`src/rtl/level_pulse_generator.sv`:
```
`default_nettype none
// ============================================================================
// Module      : level_pulse_generator
// Description : Converts single-cycle request ticks into fixed-width level
//               pulses separated by a guaranteed low gap, with a bounded
//               queue of pending requests and a dropped-request flag.
// Revision    : 1.0 - initial release
// ============================================================================
module level_pulse_generator #(
    parameter int HIGH_LEN    = 4,
    parameter int LOW_LEN     = 2,
    parameter int MAX_PENDING = 3,
    parameter int CNT_W       = 8,
    parameter int PEND_W      = 2
) (
    input  logic clk,
    input  logic reset,
    input  logic update,
    input  logic tick,
    output logic level,
    output logic busy,
    output logic dropped
);

    localparam logic [CNT_W-1:0]  C_HIGH_RELOAD = CNT_W'(HIGH_LEN - 1);
    localparam logic [CNT_W-1:0]  C_LOW_RELOAD  = CNT_W'(LOW_LEN - 1);
    localparam logic [PEND_W-1:0] C_MAX_PEND    = PEND_W'(MAX_PENDING);

    typedef enum logic [1:0] {
        S_IDLE  = 2'd0,
        S_PULSE = 2'd1,
        S_GAP   = 2'd2
    } state_t;

    state_t              r_state;
    logic [CNT_W-1:0]    r_cnt;
    logic [PEND_W-1:0]   r_pending;
    logic                r_level;
    logic                r_dropped;

    logic                w_have_pending;
    logic                w_launch;

    // Launch decisions look only at the registered queue, so a tick is never
    // consumed on the same edge that records it.
    assign w_have_pending = (r_pending != '0);

    always_comb begin
        w_launch = 1'b0;
        if (update) begin
            case (r_state)
                S_IDLE:  w_launch = w_have_pending;
                S_GAP:   w_launch = (r_cnt == '0) && w_have_pending;
                default: w_launch = 1'b0;
            endcase
        end
    end

    // Pending queue runs every clock, independent of the update strobe.
    always_ff @(posedge clk or posedge reset) begin
        if (reset) begin
            r_pending <= '0;
            r_dropped <= 1'b0;
        end else begin
            r_dropped <= 1'b0;
            case ({tick, w_launch})
                2'b10: begin
                    if (r_pending == C_MAX_PEND) begin
                        r_dropped <= 1'b1;
                    end else begin
                        r_pending <= r_pending + 1'b1;
                    end
                end
                2'b01:   r_pending <= r_pending - 1'b1;
                default: r_pending <= r_pending;
            endcase
        end
    end

    always_ff @(posedge clk or posedge reset) begin
        if (reset) begin
            r_state <= S_IDLE;
            r_cnt   <= '0;
            r_level <= 1'b0;
        end else begin
            case (r_state)
                S_IDLE: begin
                    if (w_launch) begin
                        r_state <= S_PULSE;
                        r_cnt   <= C_HIGH_RELOAD;
                        r_level <= 1'b1;
                    end
                end
                S_PULSE: begin
                    if (update) begin
                        if (r_cnt != '0) begin
                            r_cnt <= r_cnt - 1'b1;
                        end else begin
                            r_state <= S_GAP;
                            r_cnt   <= C_LOW_RELOAD;
                            r_level <= 1'b0;
                        end
                    end
                end
                S_GAP: begin
                    if (update) begin
                        if (r_cnt != '0) begin
                            r_cnt <= r_cnt - 1'b1;
                        end else if (w_launch) begin
                            r_state <= S_PULSE;
                            r_cnt   <= C_HIGH_RELOAD;
                            r_level <= 1'b1;
                        end else begin
                            r_state <= S_IDLE;
                        end
                    end
                end
                default: begin
                    r_state <= S_IDLE;
                    r_cnt   <= '0;
                    r_level <= 1'b0;
                end
            endcase
        end
    end

    assign level   = r_level;
    assign dropped = r_dropped;
    assign busy    = (r_state != S_IDLE) || w_have_pending;

endmodule
`default_nettype wire

```
`config.mk`:
```
export PLATFORM = sky130hd
export DESIGN_NAME = level_pulse_generator
export DESIGN_NICKNAME = d
export VERILOG_FILES = /design/src/rtl/level_pulse_generator.sv
export SDC_FILE = /design/constraint.sdc
export NUM_CORES = 1
export LEC_CHECK = 0
export ABC_CLOCK_PERIOD_IN_PS = 2050
export CAP_MARGIN = 20
export CORE_MARGIN = 2
export CORE_UTILIZATION = 29
export CTS_CLUSTER_DIAMETER = 80
export DETAILED_ROUTE_END_ITERATION = 12
export MAX_ROUTING_LAYER = met4
export SLEW_MARGIN = 5
export SYNTH_ARGS = -nofsm -noshare
export SYNTH_HDL_FRONTEND = slang
export SYNTH_SLANG_ARGS = --single-unit
```
`constraint.sdc`:
```
create_clock -name clk -period 2.05 [get_ports clk]
set_clock_uncertainty 0.05 [all_clocks]
set_input_delay 0.41 -clock clk [delete_from_list [all_inputs] [get_ports clk]]
set_output_delay 0.41 -clock clk [all_outputs]
set_load 0.05 [all_outputs]
```
==> metrics.md, run 1 <==
| Metric | Value |
|---|---|
| Adder-cell share of the synthesized area | `2.928%` |
| Final Worst Setup Slack | `about 0.053 ns` |
| Ports | `7` |
| Post-DP HPWL | `roughly 1400 µm` |
| # rows | `19` |
| Switching Share | `roughly 42%` |
| Cells after Synth | `slightly below 90` |
| Synth cell types | `42` |
| DP Area | `a little under 1000 µm²` |
| Drt wl/cell | `14.88 µm` |
| Fmax | `0.5009 GHz` |
| CP endpoint kind | `flop` |
| Slew HR | `61.83%` |
| Total track usage | `13.64%` |
| Synth warn | `0` |
| Root buffer cell | `clkbuf_4` |
| Worst Tran Pin Value | `0.5720 ns` |
| Worst flop-to-flop path endpoint | `r_cnt[6]` |
| Internal | `730.1 µW` |
| Post-route minimum period | `~2 ns` |
| Largest family of logic cells by synthesized area | `compound AO/OA/AOI/OAI gates` |
| Post-synth top area cell | `dfrtp_1` |
| Remaining DRCs | `0` |
| Setup bufs post-CTS | `0` |
| Initial Utilization | `30.72%` |
| Commonest cells post-synth | `14 x dfrtp_1, 6 x o21ai_0, 5 x nand2_1, 5 x nand2b_1` |
| Maximum capacitance violations | `0` |
| Hold crit path type | `in -> async` |
| Synth Cell Area | `854.6 µm²` |
| Worst-path clk slew | `about 0.08 ns` |
| LEAKAGE | `0.0004119 µW` |
| Mapped Nets | `95` |
| CP Data Required Time | `approximately 2.2 ns` |
| Setup CP Type | `reg -> reg` |
| Comb power frac | `48.5%` |
| Antenna Violating Nets Remaining | `0` |
| Final wirelength | `1949 µm` |
| Seq pwr share | `39.3%` |
| Clk buf depth | `2` |
| Prevailing post-synth register cell | `dfrtp_1` |
| Compound-Gate Fraction of Synth Area | `between 20% and 30%` |
| Post-synthesis mux area share | `2.343%` |
| Post-layout instance area | `~1000 µm²` |
| Clock share of power | `12.2%` |
| Global-route wire length before repair | `3381 µm` |
| Worst IR Drop VDD | `0.5954 mV` |
| Unrepaired setup endpoints after global routing | `yes` |
| Vias in the first global route | `731` |
| Synth Area per Inst | `9.602 µm²` |
| Vias | `around 730` |
| Die X | `around 58 µm` |
| Largest net degree at the start of global routing | `15` |
| Synth top area share | `between 40% and 50%` |
| CTS tree | `done` |
| Worst Path Max Fanout | `5` |
| Post-synthesis sequential area ratio | `between 40 and 50%` |
| Pre-CTS setup slack | `~0.0098 ns` |
| Status | `complete, no violations` |
| GPL Wtd Cong | `0.8165` |
| P per Cell Area | `roughly 1200 nW/µm²` |
| First-pass iteration count of the detailed router | `6` |
| Period utilization | `97.39%` |
| PortBufs | `6` |
| Die Footprint | `3397 µm²` |
| DR vias/cell | `5.588` |
| Final Hold Viols | `0` |
| Die Y | `58.29 µm` |
| Iteration-0 DRC Markers | `16` |
| CTS sink cnt | `14` |
| Initial antenna violation count | `0` |
| Synth Area in Simple Gates | `22.99%` |
| Crit Reg-Reg Startpoint | `r_cnt[1]` |
| Switch Pwr | `538.0 µW` |
| WP data arrival | `2.15 ns` |
| Async SR Flop Fraction | `100.0%` |
| R2r setup slk | `0.05 ns` |
| Final setup violation count | `0` |
| Max-slew violation count | `0` |
| Synth Area in XOR/XNOR | `4.100%` |
| Hold-fix buffers, CTS | `0` |
| Area delta synth->final | `19.47%` |
| Grt ovf | `0` |
| Nets | `approximately 110` |
| Ant. Diodes | `0` |
| H-tree levels | `1` |
| Worst-Skew Late Latency | `0.28 ns` |
| Startpoint types | `flop` |
| Core box area | `approximately 2800 µm²` |
| Ranking of synthesized cells by area | `dfrtp_1 41%, nand2b_1 3.7%, o21ai_0 3.5%, o2bb2ai_1 3.1%, ha_1 2.9%` |
| Final Util | `about 37%` |
| FILL cells | `271` |
| Share of cells above drive strength 1 | `approximately 18%` |
| Post-synth EDFFs | `0` |
| Register bit total from synthesis | `14` |
| CTS buffer count | `3` |
| Reg2Reg Depth | `6` |
| Cell with the most instances after synthesis | `dfrtp_1` |
[worst max-delay path by stage]
stage / end / startpoint / cells past startpoint
final: r_cnt[6] / r_cnt[1] / 6
after global routing: r_cnt[6] / r_cnt[1] / 6
after CTS: r_cnt[6] / r_cnt[0] / 6
after detailed placement: r_cnt[6] / r_cnt[0] / 6
after global placement: r_cnt[3] / r_cnt[0] / 6
after floorplan: r_cnt[3] / r_cnt[0] / 6
[state kept, by name, summed over array words and instances (netlist names)]
name	count
r_state	2
level	1
r_pending	2
dropped	1
r_cnt	8
[power by group through the flow]
stage	clock network, µW	registers, µW	logic, µW
floorplan	0	532	385
global placement	0	498	590
detailed placement	0	500	606
CTS	163	494	609
global route	180	514	692
finish	155	498	615
[metal layers]
| layer | track usage, % | vias up | part of all wire [%] |
|---|---|---|---|
| met5 | - | - | 0 |
| met4 | 4.983 | 0 | 1.2 |
| met3 | 2.009 | 4 | 4.3 |
| met1 | 18.07 | 354 | 47 |
| li1 | - | 357 | - |
| met2 | 21.03 | 17 | 47 |
[area by class of cell]
cell class,instances,area [µm²],share of cell area [%]
flip-flops and latches,14,350.3,34.31
multi-input cells,68,486.7,47.67
repair buffers,11,107.6,10.54
clock buffers,3,22.52,2.206
inverters,4,15.01,1.471
well taps,31,38.79,3.799
[layout by cell type, fill, tap and decap left out, drive strengths merged, types with 2 or more instances in the layout]
master         count
clkdlybuf4s50      5
o2bb2ai            3
inv                4
ha                 2
nand2              5
o31ai              2
or3b               2
or3                2
or4                2
mux2i              2
a21o               3
buf                6
nor2b              3
xor2               2
nor2               4
a21oi              3
o21ai              6
clkbuf             3
xnor2              2
dfrtp             14
nand2b             5
[worst max-delay path, cell delays in order (launching register included)]
cell       delay [ns]
dfrtp_1          0.39
inv_1            0.11
ha_2             0.21
or4b_2           0.61
o221ai_2         0.19
and2b_2          0.23
o2bb2ai_1        0.13
[logic make-up (layout without fill, tap and decap cells)]
| group | after synthesis | after routing |
|---|---|---|
| DFF | 14 | 14 |
| buffers and inverters | 7 | 18 |
| AOI/OAI and AO/OA | 28 | 28 |
| and+or+nand+nor | 32 | 32 |
| muxes | 2 | 2 |
| xor gates and xnor gates | 4 | 4 |
| adders and majority gates | 2 | 2 |
[what timing repair did]
action	CTS	global route
gates cloned	0	0
gates resized for setup	1	4
pin swaps	0	0
setup endpoints to repair	1	9
[per-stage QoR]
stage / power (µW) / setup TNS [ns] / hold slack [ns] / std cells
after floorplan: 916.9 / 0 / 0.2492 / 89
after global placement: 1088 / 0 / 0.4906 / 128
after detailed placement: 1106 / 0 / 0.4913 / 128
after CTS: 1266 / 0 / 0.4524 / 131
after global routing: 1385 / -0.07508 / 0.4857 / 131
final: 1268 / 0 / 0.4348 / 131
No activity file was read; power rests on OpenSTA's default activity.
==> run 2, diff against run 1 <==
--- a/config.mk
+++ b/config.mk
@@ -5,13 +5,16 @@
 export SDC_FILE = /design/constraint.sdc
 export NUM_CORES = 1
 export LEC_CHECK = 0
+export ABC_AREA = 1
 export ABC_CLOCK_PERIOD_IN_PS = 2050
 export CAP_MARGIN = 20
 export CORE_MARGIN = 2
 export CORE_UTILIZATION = 29
 export CTS_CLUSTER_DIAMETER = 80
 export DETAILED_ROUTE_END_ITERATION = 12
+export HOLD_SLACK_MARGIN = 0.08
 export MAX_ROUTING_LAYER = met4
+export SKIP_CTS_REPAIR_TIMING = 1
 export SLEW_MARGIN = 5
 export SYNTH_ARGS = -nofsm -noshare
 export SYNTH_HDL_FRONTEND = slang
==> run 2 against run 1 <==
Compared with the run above:
- synthesized cell count grew 40%
- non-clock buffer count fell by 5
- sequential power grew 2%
- sequential cell count did not move
- first-iteration DRC count grew 25%
- final area up 2.9%
- synthesized area rose by 6.6%
- register-to-register slack improved by 0.44 ns
- critical path type is now reg -> out
==> metrics.md, run 2 <==
| Metric | Value |
|---|---|
| Ranking of synthesized cells by area | `dfrtp_1 38%, nand2_1 15%, inv_1 6.6%, nand3_1 6.0%, o21ai_0 4.4%` |
| DR vias/cell | `~4.5` |
| Compound-Gate Fraction of Synth Area | `8.929%` |
| Clk buf depth | `2` |
| Period utilization | `between 90 and 100%` |
| Post-layout instance area | `1051 µm²` |
| Initial antenna violation count | `0` |
| Commonest cells after routing, fill and taps aside | `36 x nand2_1, 16 x inv_1, 14 x dfrtp_1` |
| Largest register by flop count | `r_cnt` |
| Register bit total from synthesis | `14` |
| Global-route wire length before repair | `3008 µm` |
| P per Cell Area | `around 1600 nW/µm²` |
| Switch Pwr | `888.9 µW` |
| Maximum capacitance violations | `0` |
| Final Hold Viols | `0` |
| Worst-path clk slew | `0.09 ns` |
| Crit Reg-Reg Startpoint | `r_cnt[0]` |
| Final setup violation count | `0` |
| Iteration-0 DRC Markers | `20` |
| Synth warn | `0` |
| Met1 wire length | `784 µm` |
| First-pass iteration count of the detailed router | `4` |
| Die Footprint | `3605 µm²` |
| Max reg flops | `8` |
| Synth Area in Simple Gates | `about two fifths` |
| Reg2Reg Depth | `9` |
| Core box area | `just over 3000 µm²` |
| Synth Area per Inst | `7.287 µm²` |
| Total power | `1724 µW` |
| Met2 wire len | `roughly 870 µm` |
| Hold crit path type | `in -> async` |
| Remaining DRCs | `0` |
| Total track usage | `between 10% and 20%` |
| Die X | `60.05 µm` |
| Post-route minimum period | `around 2 ns` |
| Synth Cell Area | `~900 µm²` |
| Max-slew violation count | `0` |
| CP endpoint kind | `output pin` |
| Grt ovf | `0` |
| Final wirelength | `about 1700 µm` |
| Worst IR Drop VDD | `0.6911 mV` |
| Post-synth EDFFs | `0` |
| Prevailing post-synth register cell | `dfrtp_1` |
| CTS sink cnt | `14` |
| WP data arrival | `about 1.5 ns` |
| Fmax | `0.5121 GHz` |
| Initial Utilization | `30.08%` |
| GPL Wtd Cong | `0.7974` |
| H-tree levels | `1` |
| DR WL met3 | `71 µm` |
| Largest net degree at the start of global routing | `15` |
| Clock share of power | `a little under a tenth` |
| Startpoint types | `flop` |
| CTS tree | `done` |
| Ant. Diodes | `0` |
| # rows | `20` |
| Post-DP HPWL | `1382 µm` |
| Synth top area share | `38.46%` |
| PortBufs | `6` |
| Nets | `142` |
| Async SR Flop Fraction | `100.0%` |
| Most common cell after layout, fill and taps aside | `nand2_1` |
| Worst Tran Pin Value | `0.5694 ns` |
| Cell with the most instances after synthesis | `nand2_1` |
| Internal | `834.9 µW` |
| Root buffer cell | `clkbuf_4` |
| Slew HR | `62.00%` |
| Vias | `802` |
| Ports | `7` |
| Worst-Skew Late Latency | `between 0.2 and 0.3 ns` |
| Worst flop-to-flop path endpoint | `r_cnt[7]` |
| DR top layer | `met4` |
| Switching Share | `between 50% and 60%` |
| Post-synth top area cell | `dfrtp_1` |
| Cells after Synth | `125` |
| Area delta synth->final | `15.38%` |
| Share of cells above drive strength 1 | `17.91%` |
| Post-synthesis mux area share | `0%` |
| LEAKAGE | `0.0005328 µW` |
| Comb power frac | `approximately three fifths` |
| Post-synthesis sequential area ratio | `around two fifths` |
| Unrepaired setup endpoints after global routing | `no` |
| CP Data Required Time | `roughly 1.6 ns` |
| Synth Area in XOR/XNOR | `under 10%` |
| Drt wl/cell | `9.764 µm` |
| Synth cell types | `22` |
| Seq pwr share | `29.5%` |
| Setup_tns | `0 ns` |
| FILL cells | `roughly 300` |
| Worst Path Max Fanout | `6` |
| Adder-cell share of the synthesized area | `2.747%` |
| Vias in the first global route | `approximately 700` |
| Die Y | `roughly 60 µm` |
| CTS buffer count | `3` |
| Setup CP Type | `reg -> out` |
| DP Area | `1023 µm²` |
| Commonest cells post-synth | `36 x nand2_1, 16 x inv_1, 14 x dfrtp_1, 11 x nand3_1, 10 x nor2_1` |
| Largest family of logic cells by synthesized area | `simple AND/OR/NAND/NOR gates` |
| Largest registers | `r_cnt: 8 flops, r_pending: 2 flops, r_state: 2 flops` |
| Antenna Violating Nets Remaining | `0` |
| R2r setup slk | `~0.49 ns` |
| CP startpoint | `r_state[1]` |
| Mapped Nets | `around 130` |
| Status | `complete, no violations` |
## run 2: cell types whose count changed in the layout (fill, tap and decap cells not counted), sizes merged, moves of 5 or more
cell,previous run,this run
nor2,4,16
nand2b,5,0
o21ai,6,13
nand3,1,12
nand2,5,40
buf,6,1
inv,4,18
## run 2: how the worst max path moves through the flow
stage                     slack, ns      endpoint
after floorplan                0.49          busy
after global placement         0.34      r_cnt[7]
after detailed placement       0.32  r_pending[0]
after CTS                      0.06          busy
after global routing           0.01          busy
final                           0.1          busy
## run 2: cells by family after synthesis
kind of cell,Yosys count
simple gates,74
buf+inv,19
compound gates,14
flops,14
xor+xnor,2
fa+ha+maj,2
## run 2: cell type report
class,instances,area [µm²],share of cell area (%)
Clock buffer,3,22.52,2.143
Inverter,19,72.57,6.905
Multi-Input combinational cell,92,493.0,46.90
Sequential cell,14,350.3,33.33
Tap cell,44,55.05,5.238
Timing Repair Buffer,6,57.56,5.476
## run 2: critical path, stage by stage, from the launching register on
cell	delay, ns
dfrtp_1	0.46
nor2_4	0.17
clkinv_2	0.10
or2_2	0.30
buf_4	0.19
## run 2: stage by stage
step / util [%] / hold WS, ns / cells / setup WS (ns)
2_1_floorplan: - / 0.2492 / 125 / 0.4858
3_3_place_gp: 33.80 / 0.4265 / 175 / 0.3368
3_5_place_dp: 33.80 / 0.4448 / 175 / 0.3200
4_1_cts: 34.55 / 0.4563 / 178 / 0.06170
5_1_grt: 34.71 / 0.4867 / 178 / 0.01236
6_report: 34.71 / 0.4267 / 178 / 0.09728
## run 2: power groups by stage
stage	Sequential, µW	Combinational, µW	Clock, µW
finish	508	1060	160
global placement	501	1050	0
CTS	501	1070	166
floorplan	537	811	0
global route	527	1210	174
detailed placement	506	1060	0
## run 2: metal layers
metal  GRT usage [%]  vias to the layer above
li1                -                      411
met1           14.69                      366
met2           18.01                       22
met3           1.948                        3
met4           2.857                        0
met5               -                        -
